===== config.mk =====
export PLATFORM = sky130hd
export DESIGN_NAME = tlb_ptw
export DESIGN_NICKNAME = d
export VERILOG_FILES = /design/src/rtl/tlb_ptw.sv
export SDC_FILE = /design/constraint.sdc
export NUM_CORES = 1
export LEC_CHECK = 0
export BUFFER_PORTS_ARGS = -buffer_cell sky130_fd_sc_hd__buf_2
export CORE_ASPECT_RATIO = 1.75
export CORE_UTILIZATION = 35
export CTS_CLUSTER_SIZE = 8
export DETAILED_ROUTE_END_ITERATION = 10
export GPL_TIMING_DRIVEN = 0
export MAX_ROUTING_LAYER = met4
export SLEW_MARGIN = 25
export SYNTH_ARGS = -nofsm -noshare
export SYNTH_HDL_FRONTEND = slang
export SYNTH_SLANG_ARGS = --single-unit

===== constraint.sdc =====
create_clock -name clk -period 16.2 [get_ports clk]
set_input_delay 1.62 -clock clk [delete_from_list [all_inputs] [get_ports clk]]
set_output_delay 1.62 -clock clk [all_outputs]
set_load 0.02 [all_outputs]

===== src/rtl/tlb_ptw.sv =====
// tlb_ptw: Sv39 page-table walker producing a 4 KiB-granular TLB fill bundle or a walk fault
//   walk_req/walk_vpn/satp_ppn/walk_abort : walk control from the TLB miss logic
//   mem_rd/mem_addr/mem_rdata/mem_rdy     : single-beat PTE read port
//   tlb_write/vpn_out/ppn_out/pte_out/pte_pa_out : fill bundle for the victim entry
//   busy/walk_done/walk_fault             : walk status, all registered
module tlb_ptw (
  input  logic        clk,
  input  logic        rst,
  input  logic        walk_req,
  input  logic [26:0] walk_vpn,
  input  logic [43:0] satp_ppn,
  input  logic        walk_abort,
  output logic        busy,
  output logic        mem_rd,
  output logic [63:0] mem_addr,
  input  logic [63:0] mem_rdata,
  input  logic        mem_rdy,
  output logic        tlb_write,
  output logic [26:0] vpn_out,
  output logic [43:0] ppn_out,
  output logic [63:0] pte_out,
  output logic [63:0] pte_pa_out,
  output logic        walk_done,
  output logic        walk_fault
);
  typedef enum logic [2:0] {IDLE, READ, EVAL, FILL, FAULT} state_t;
  state_t state_q, state_d, eval_nxt;
  logic [1:0]  level_q, level_d;
  logic        abort_pend_q, abort_pend_d;
  logic [26:0] vpn_q, vpn_d;
  logic [43:0] a_ppn_q, a_ppn_d;
  logic [63:0] pte_q, pte_d, pte_pa_q, pte_pa_d;
  logic        busy_q, busy_d, mem_rd_q, mem_rd_d, tlb_write_q, tlb_write_d;
  logic        walk_done_q, walk_done_d, walk_fault_q, walk_fault_d;
  logic [63:0] mem_addr_q, mem_addr_d, pte_out_q, pte_out_d, pte_pa_out_q, pte_pa_out_d;
  logic [26:0] vpn_out_q, vpn_out_d;
  logic [43:0] ppn_out_q, ppn_out_d, fill_ppn;
  logic [8:0]  vidx;
  logic        bad, ptr, misal;
  assign bad   = !pte_q[0] || (!pte_q[1] && pte_q[2]);
  assign ptr   = !pte_q[1] && !pte_q[3];
  assign misal = level_q == 2'd2 ? |pte_q[27:10] : level_q == 2'd1 ? |pte_q[18:10] : 1'b0;
  assign eval_nxt = bad ? FAULT : ptr ? (level_q == 2'd0 ? FAULT : READ) : (!pte_q[6] || misal) ? FAULT : FILL;
  // superpages are split: low 9*level PPN bits come from the VPN so every fill is a 4 KiB mapping
  assign fill_ppn = level_q == 2'd2 ? {pte_q[53:28], vpn_q[17:0]} :
                    level_q == 2'd1 ? {pte_q[53:19], vpn_q[8:0]} : pte_q[53:10];
  assign vidx = level_d == 2'd2 ? vpn_d[26:18] : level_d == 2'd1 ? vpn_d[17:9] : vpn_d[8:0];
  always_comb begin
    state_d      = state_q;
    level_d      = level_q;
    abort_pend_d = abort_pend_q;
    vpn_d        = vpn_q;
    a_ppn_d      = a_ppn_q;
    pte_d        = pte_q;
    pte_pa_d     = pte_pa_q;
    case (state_q)
      IDLE: begin
        abort_pend_d = 1'b0;
        if (walk_req) begin
          state_d = READ;
          vpn_d   = walk_vpn;
          level_d = 2'd2;
          a_ppn_d = satp_ppn;
        end
      end
      READ: begin
        // an accepted read cannot be withdrawn, so an abort waits for mem_rdy
        abort_pend_d = abort_pend_q | walk_abort;
        if (mem_rdy) begin
          pte_d    = mem_rdata;
          pte_pa_d = mem_addr_q;
          state_d  = abort_pend_d ? IDLE : EVAL;
        end
      end
      EVAL: begin
        state_d = walk_abort ? IDLE : eval_nxt;
        if (eval_nxt == READ) begin
          a_ppn_d = pte_q[53:10];
          level_d = level_q - 2'd1;
        end
      end
      default: state_d = IDLE;
    endcase
  end
  assign busy_d       = state_d != IDLE;
  assign mem_rd_d     = state_d == READ;
  assign tlb_write_d  = state_d == FILL;
  assign walk_done_d  = state_d == FILL || state_d == FAULT;
  assign walk_fault_d = state_d == FAULT;
  assign mem_addr_d   = state_d == READ ? {8'b0, a_ppn_d, vidx, 3'b0} : mem_addr_q;
  assign ppn_out_d    = state_d == FILL ? fill_ppn : ppn_out_q;
  assign vpn_out_d    = state_d == FILL ? vpn_q : vpn_out_q;
  assign pte_out_d    = state_d == FILL ? pte_q : pte_out_q;
  assign pte_pa_out_d = state_d == FILL ? pte_pa_q : pte_pa_out_q;
  always_ff @(posedge clk or posedge rst) begin
    if (rst) begin
      state_q      <= IDLE;
      level_q      <= 2'd0;
      abort_pend_q <= 1'b0;
      vpn_q        <= '0;
      a_ppn_q      <= '0;
      pte_q        <= '0;
      pte_pa_q     <= '0;
      busy_q       <= 1'b0;
      mem_rd_q     <= 1'b0;
      tlb_write_q  <= 1'b0;
      walk_done_q  <= 1'b0;
      walk_fault_q <= 1'b0;
      mem_addr_q   <= '0;
      ppn_out_q    <= '0;
      vpn_out_q    <= '0;
      pte_out_q    <= '0;
      pte_pa_out_q <= '0;
    end else begin
      state_q      <= state_d;
      level_q      <= level_d;
      abort_pend_q <= abort_pend_d;
      vpn_q        <= vpn_d;
      a_ppn_q      <= a_ppn_d;
      pte_q        <= pte_d;
      pte_pa_q     <= pte_pa_d;
      busy_q       <= busy_d;
      mem_rd_q     <= mem_rd_d;
      tlb_write_q  <= tlb_write_d;
      walk_done_q  <= walk_done_d;
      walk_fault_q <= walk_fault_d;
      mem_addr_q   <= mem_addr_d;
      ppn_out_q    <= ppn_out_d;
      vpn_out_q    <= vpn_out_d;
      pte_out_q    <= pte_out_d;
      pte_pa_out_q <= pte_pa_out_d;
    end
  end
  assign busy       = busy_q;
  assign mem_rd     = mem_rd_q;
  assign mem_addr   = mem_addr_q;
  assign tlb_write  = tlb_write_q;
  assign walk_done  = walk_done_q;
  assign walk_fault = walk_fault_q;
  assign vpn_out    = vpn_out_q;
  assign ppn_out    = ppn_out_q;
  assign pte_out    = pte_out_q;
  assign pte_pa_out = pte_pa_out_q;
endmodule

==> flow_metrics.py <==
metrics = {
    "synthesis": {
        "synth_async_sr_flop_share_pct": 100.0,
        "synth_edf_count": 0,
        "netlist_top_cells_area": "sky130_fd_sc_hd__dfrtp_1 (62%), sky130_fd_sc_hd__mux2_2 (9.8%), sky130_fd_sc_hd__nand2_1 (8.8%), sky130_fd_sc_hd__mux2_1 (3.3%), sky130_fd_sc_hd__buf_4 (2.3%)",
        "syn-mean-instance-area_um2": 11.84,
        "mappedNetlistArea_mm2": 0.01683,
        "synth_top_area_cell": "sky130_fd_sc_hd__dfrtp_1",
        "seq_area_frac_synth_pct": 61.54,
        "synth_ff_type": "sky130_fd_sc_hd__dfrtp_1",
        "synth.most_common_cell": "sky130_fd_sc_hd__dfrtp_1",
        "synthTopCellsByCount": "sky130_fd_sc_hd__dfrtp_1 (414), sky130_fd_sc_hd__nand2_1 (395), sky130_fd_sc_hd__mux2_2 (146), sky130_fd_sc_hd__buf_4 (51), sky130_fd_sc_hd__mux2_1 (50)",
        "post_synth_inst_count": 1422,
        "proportion_of_netlist_area_held_by_the_largest_area_contributor_pct": 61.54,
        "synth_register_bits": 414,
        "synthDistinctLibCells": 45,
        "synthesis.yosys.warnings": 0,
    },
    "worst_setup_path": {
        "worst_path_largest_cell_delay_ps": 530,
        "timing.critical_path.to": "mem_addr[10]",
        "worst_r2r_path_depth": 10,
        "type_of_element_capturing_the_critical_path": "register",
        "regToRegStartpoint": "level_q[0]",
        "worstSetupStartpointType": "input pin",
        "buffer_and_inverter_count_on_the_worst_path": 4,
        "crit_cells": 9,
        "worst_r2r_endpoint": "vpn_out[20]",
        "critPathLaunch": "walk_req",
        "timing.reg2reg.setup_slack_ps": 12750,
        "critical_path.max_fanout": 10,
        "critical_path.slowest_cell": "sky130_fd_sc_hd__nor4b_1",
        "timing.critical_path.cells": "buf_2, buf_2, nor4b_1, buf_2, buf_2, mux2i_1, o211ai_1, o2111ai_1, o221ai_1",
        "required_ps": 16610,
        "critical_path.top_delay_family": "buffers and inverters",
        "worst-endpoint-arrival_ps": 3940,
        "path_common_cell": "sky130_fd_sc_hd__buf_2",
        "worst-setup-path-type": "input pin to register",
    },
    "global_routing": {
        "total_track_usage_pct": 23.00,
        "global_route.overflow_total": 0,
        "initial_antenna_violation_count": 10,
        "grt_first_pass_wirelength_um": 81120,
        "first_global_vias": 13020,
        "largest_net_degree_at_the_start_of_global_routing": 96,
    },
    "route": {
        "via_count": 12320,
        "ant_nets": 0,
        "dr.first_iter.drc_count": 612,
        "detailedRoute.firstPassIterationCount": 5,
        "avgViaCountPerCell": 4.931,
        "wl_per_cell_um": 21.77,
        "detail_route.drc_violations": 0,
        "finalWirelength_um": 54390,
    },
    "sta": {
        "final_hold_viol_count": 0,
        "timing.slew.headroom_pct": 33.93,
        "fin_hold_ws_ps": 461.6,
        "max_clock_freq_mhz": 283.6,
        "shortest_clock_period_the_worst_path_allows_after_layout_ps": 3526,
        "final-max-slew-violation-count": 0,
        "max_slew.worst_pin.slew_ps": 991.0,
        "timing.clock.skew_ps": 23.58,
        "setup_viol": 0,
        "rsz0062_at_grt": "no",
        "finalCritPeriodShare_pct": 21.77,
        "setup-tns-final_ps": 0,
    },
    "cts": {
        "cts_tree": "yes",
        "clockBufferDepth": 3,
        "cts_buffers": 57,
        "post_cts_resize_count": 0,
        "cts-root-buf": "sky130_fd_sc_hd__clkbuf_16",
        "clock_tree.htree_level_count": 2,
        "clock_latency_ps": 580,
        "clock_sinks": 414,
        "clock_slew_at_the_register_clock_pins_of_the_worst_setup_and_hold_paths_ps": 50,
        "hold_buffers": 0,
        "cts_post_setup_buffers_inserted": 0,
    },
    "die": {
        "start_util_pct": 35.36,
        "die_width_um": 167.8,
        "top_level_ports": 408,
        "die_area_mm2": 0.04901,
        "fp.coreArea_mm2": 0.04761,
        "die_height_um": 292.1,
        "floorplan.rows": 106,
    },
    "hold_path": {
        "hold_path_class": "register to register",
    },
    "placed_design": {
        "routabilityCongestion": 0.8688,
        "dp_hpwl_um": 40980,
        "io_buffer_count": 385,
    },
    "layout": {
        "final_net_count": 2035,
        "post_route_cells_drive_above_1_share_pct": 36.80,
        "areaGrowthSynthToFinish_pct": 26.24,
    },
    "power": {
        "ir_worst_vdd_mv": 0.09401,
        "total_power_mw": 3.485,
        "power_density_mw_per_mm2": 164.0,
        "leakagePower_nw": 11.32,
    },
    "flow_run": {
        "max_cap_violations": 0,
    },
    "status": {
        "status": "finished clean",
    },
}
## area by class of cell
type / instances / area [um2]
fillers: 4492 / 26360
flip-flops and latches: 414 / 10360
multi-input cells: 882 / 5699
repair buffers: 390 / 2064
clock buffers: 60 / 1490
plain buffers: 127 / 779.5
well taps: 594 / 743.2
inverters: 20 / 82.58
diodes: 10 / 25.02
clock inverters: 1 / 8.758
## sequential cells by signal, indices dropped and copies added, names as in the netlist
name / count
a_ppn_q: 44
abort_pend_q: 1
busy: 1
level_q: 2
mem_addr: 53
mem_rd: 1
ppn_out: 18
pte_out: 64
pte_pa_out: 53
pte_pa_q: 53
pte_q: 64
state_q: 3
tlb_write: 1
vpn_out: 27
vpn_q: 27
walk_done: 1
walk_fault: 1
## cells in the final DEF (no fill, tap or decap), drive strengths merged, types with 4 or more instances in the layout
cell	synthesis	routed
nand3	4	4
nand2b	5	5
o211ai	10	10
o21a	37	37
o22ai	16	16
nor2	31	31
buf	94	484
o21ai	13	13
o22a	36	36
o221ai	7	7
dfrtp	414	414
nor3	7	7
mux2	196	196
clkbuf	33	93
nor4	4	4
conb	1	22
inv	20	21
a21oi	29	29
o2111ai	9	9
nand2	396	396
a31oi	4	4
mux2i	32	32
diode	0	10
## metrics by stage
step	instance area, um2	instances	util, %	worst slack, ps
final	21250	2498	44.64	12670
after global routing	21250	2498	44.64	12470
after CTS	21230	2488	44.58	12690
after detailed placement	19730	2427	41.44	12070
after global placement	19580	2422	41.13	-1162
after floorplan	16910	1443	-	3059
## worst min-delay path by stage
stage	slack, ps	cells after the start	end	start
5_1_grt	480	2	pte_pa_q[45]	pte_pa_q[45]
6_report	460	1	pte_out[6]	pte_out[6]
2_1_floorplan	440	2	pte_q[54]	pte_q[54]
4_1_cts	460	1	pte_out[6]	pte_out[6]
3_5_place_dp	450	1	pte_out[6]	pte_out[6]
3_3_place_gp	450	1	pte_out[0]	pte_out[0]
## kinds of logic after synthesis
kind of cell | count (synthesis) | synth area share (%)
mux | 228 | 15.01
simple gates | 464 | 11.09
compound gates | 165 | 7.038
other cells | 1 | 0.02228
buf+inv | 147 | 5.076
fa+ha+maj | 3 | 0.2230
flops | 414 | 61.54
## report_power, final
part / switching [mW] / internal [mW]
logic: 0.496 / 0.329
clock network: 0.426 / 0.635
registers: 0.268 / 1.33
## layer usage
layer / GRT usage (%) / wire length (um)
met5: - / 0
met4: 10.47 / 2630
met3: 3.673 / 2389
met2: 41.90 / 29220
met1: 24.12 / 20150
Note: power is estimated with default switching activity, not from simulation.
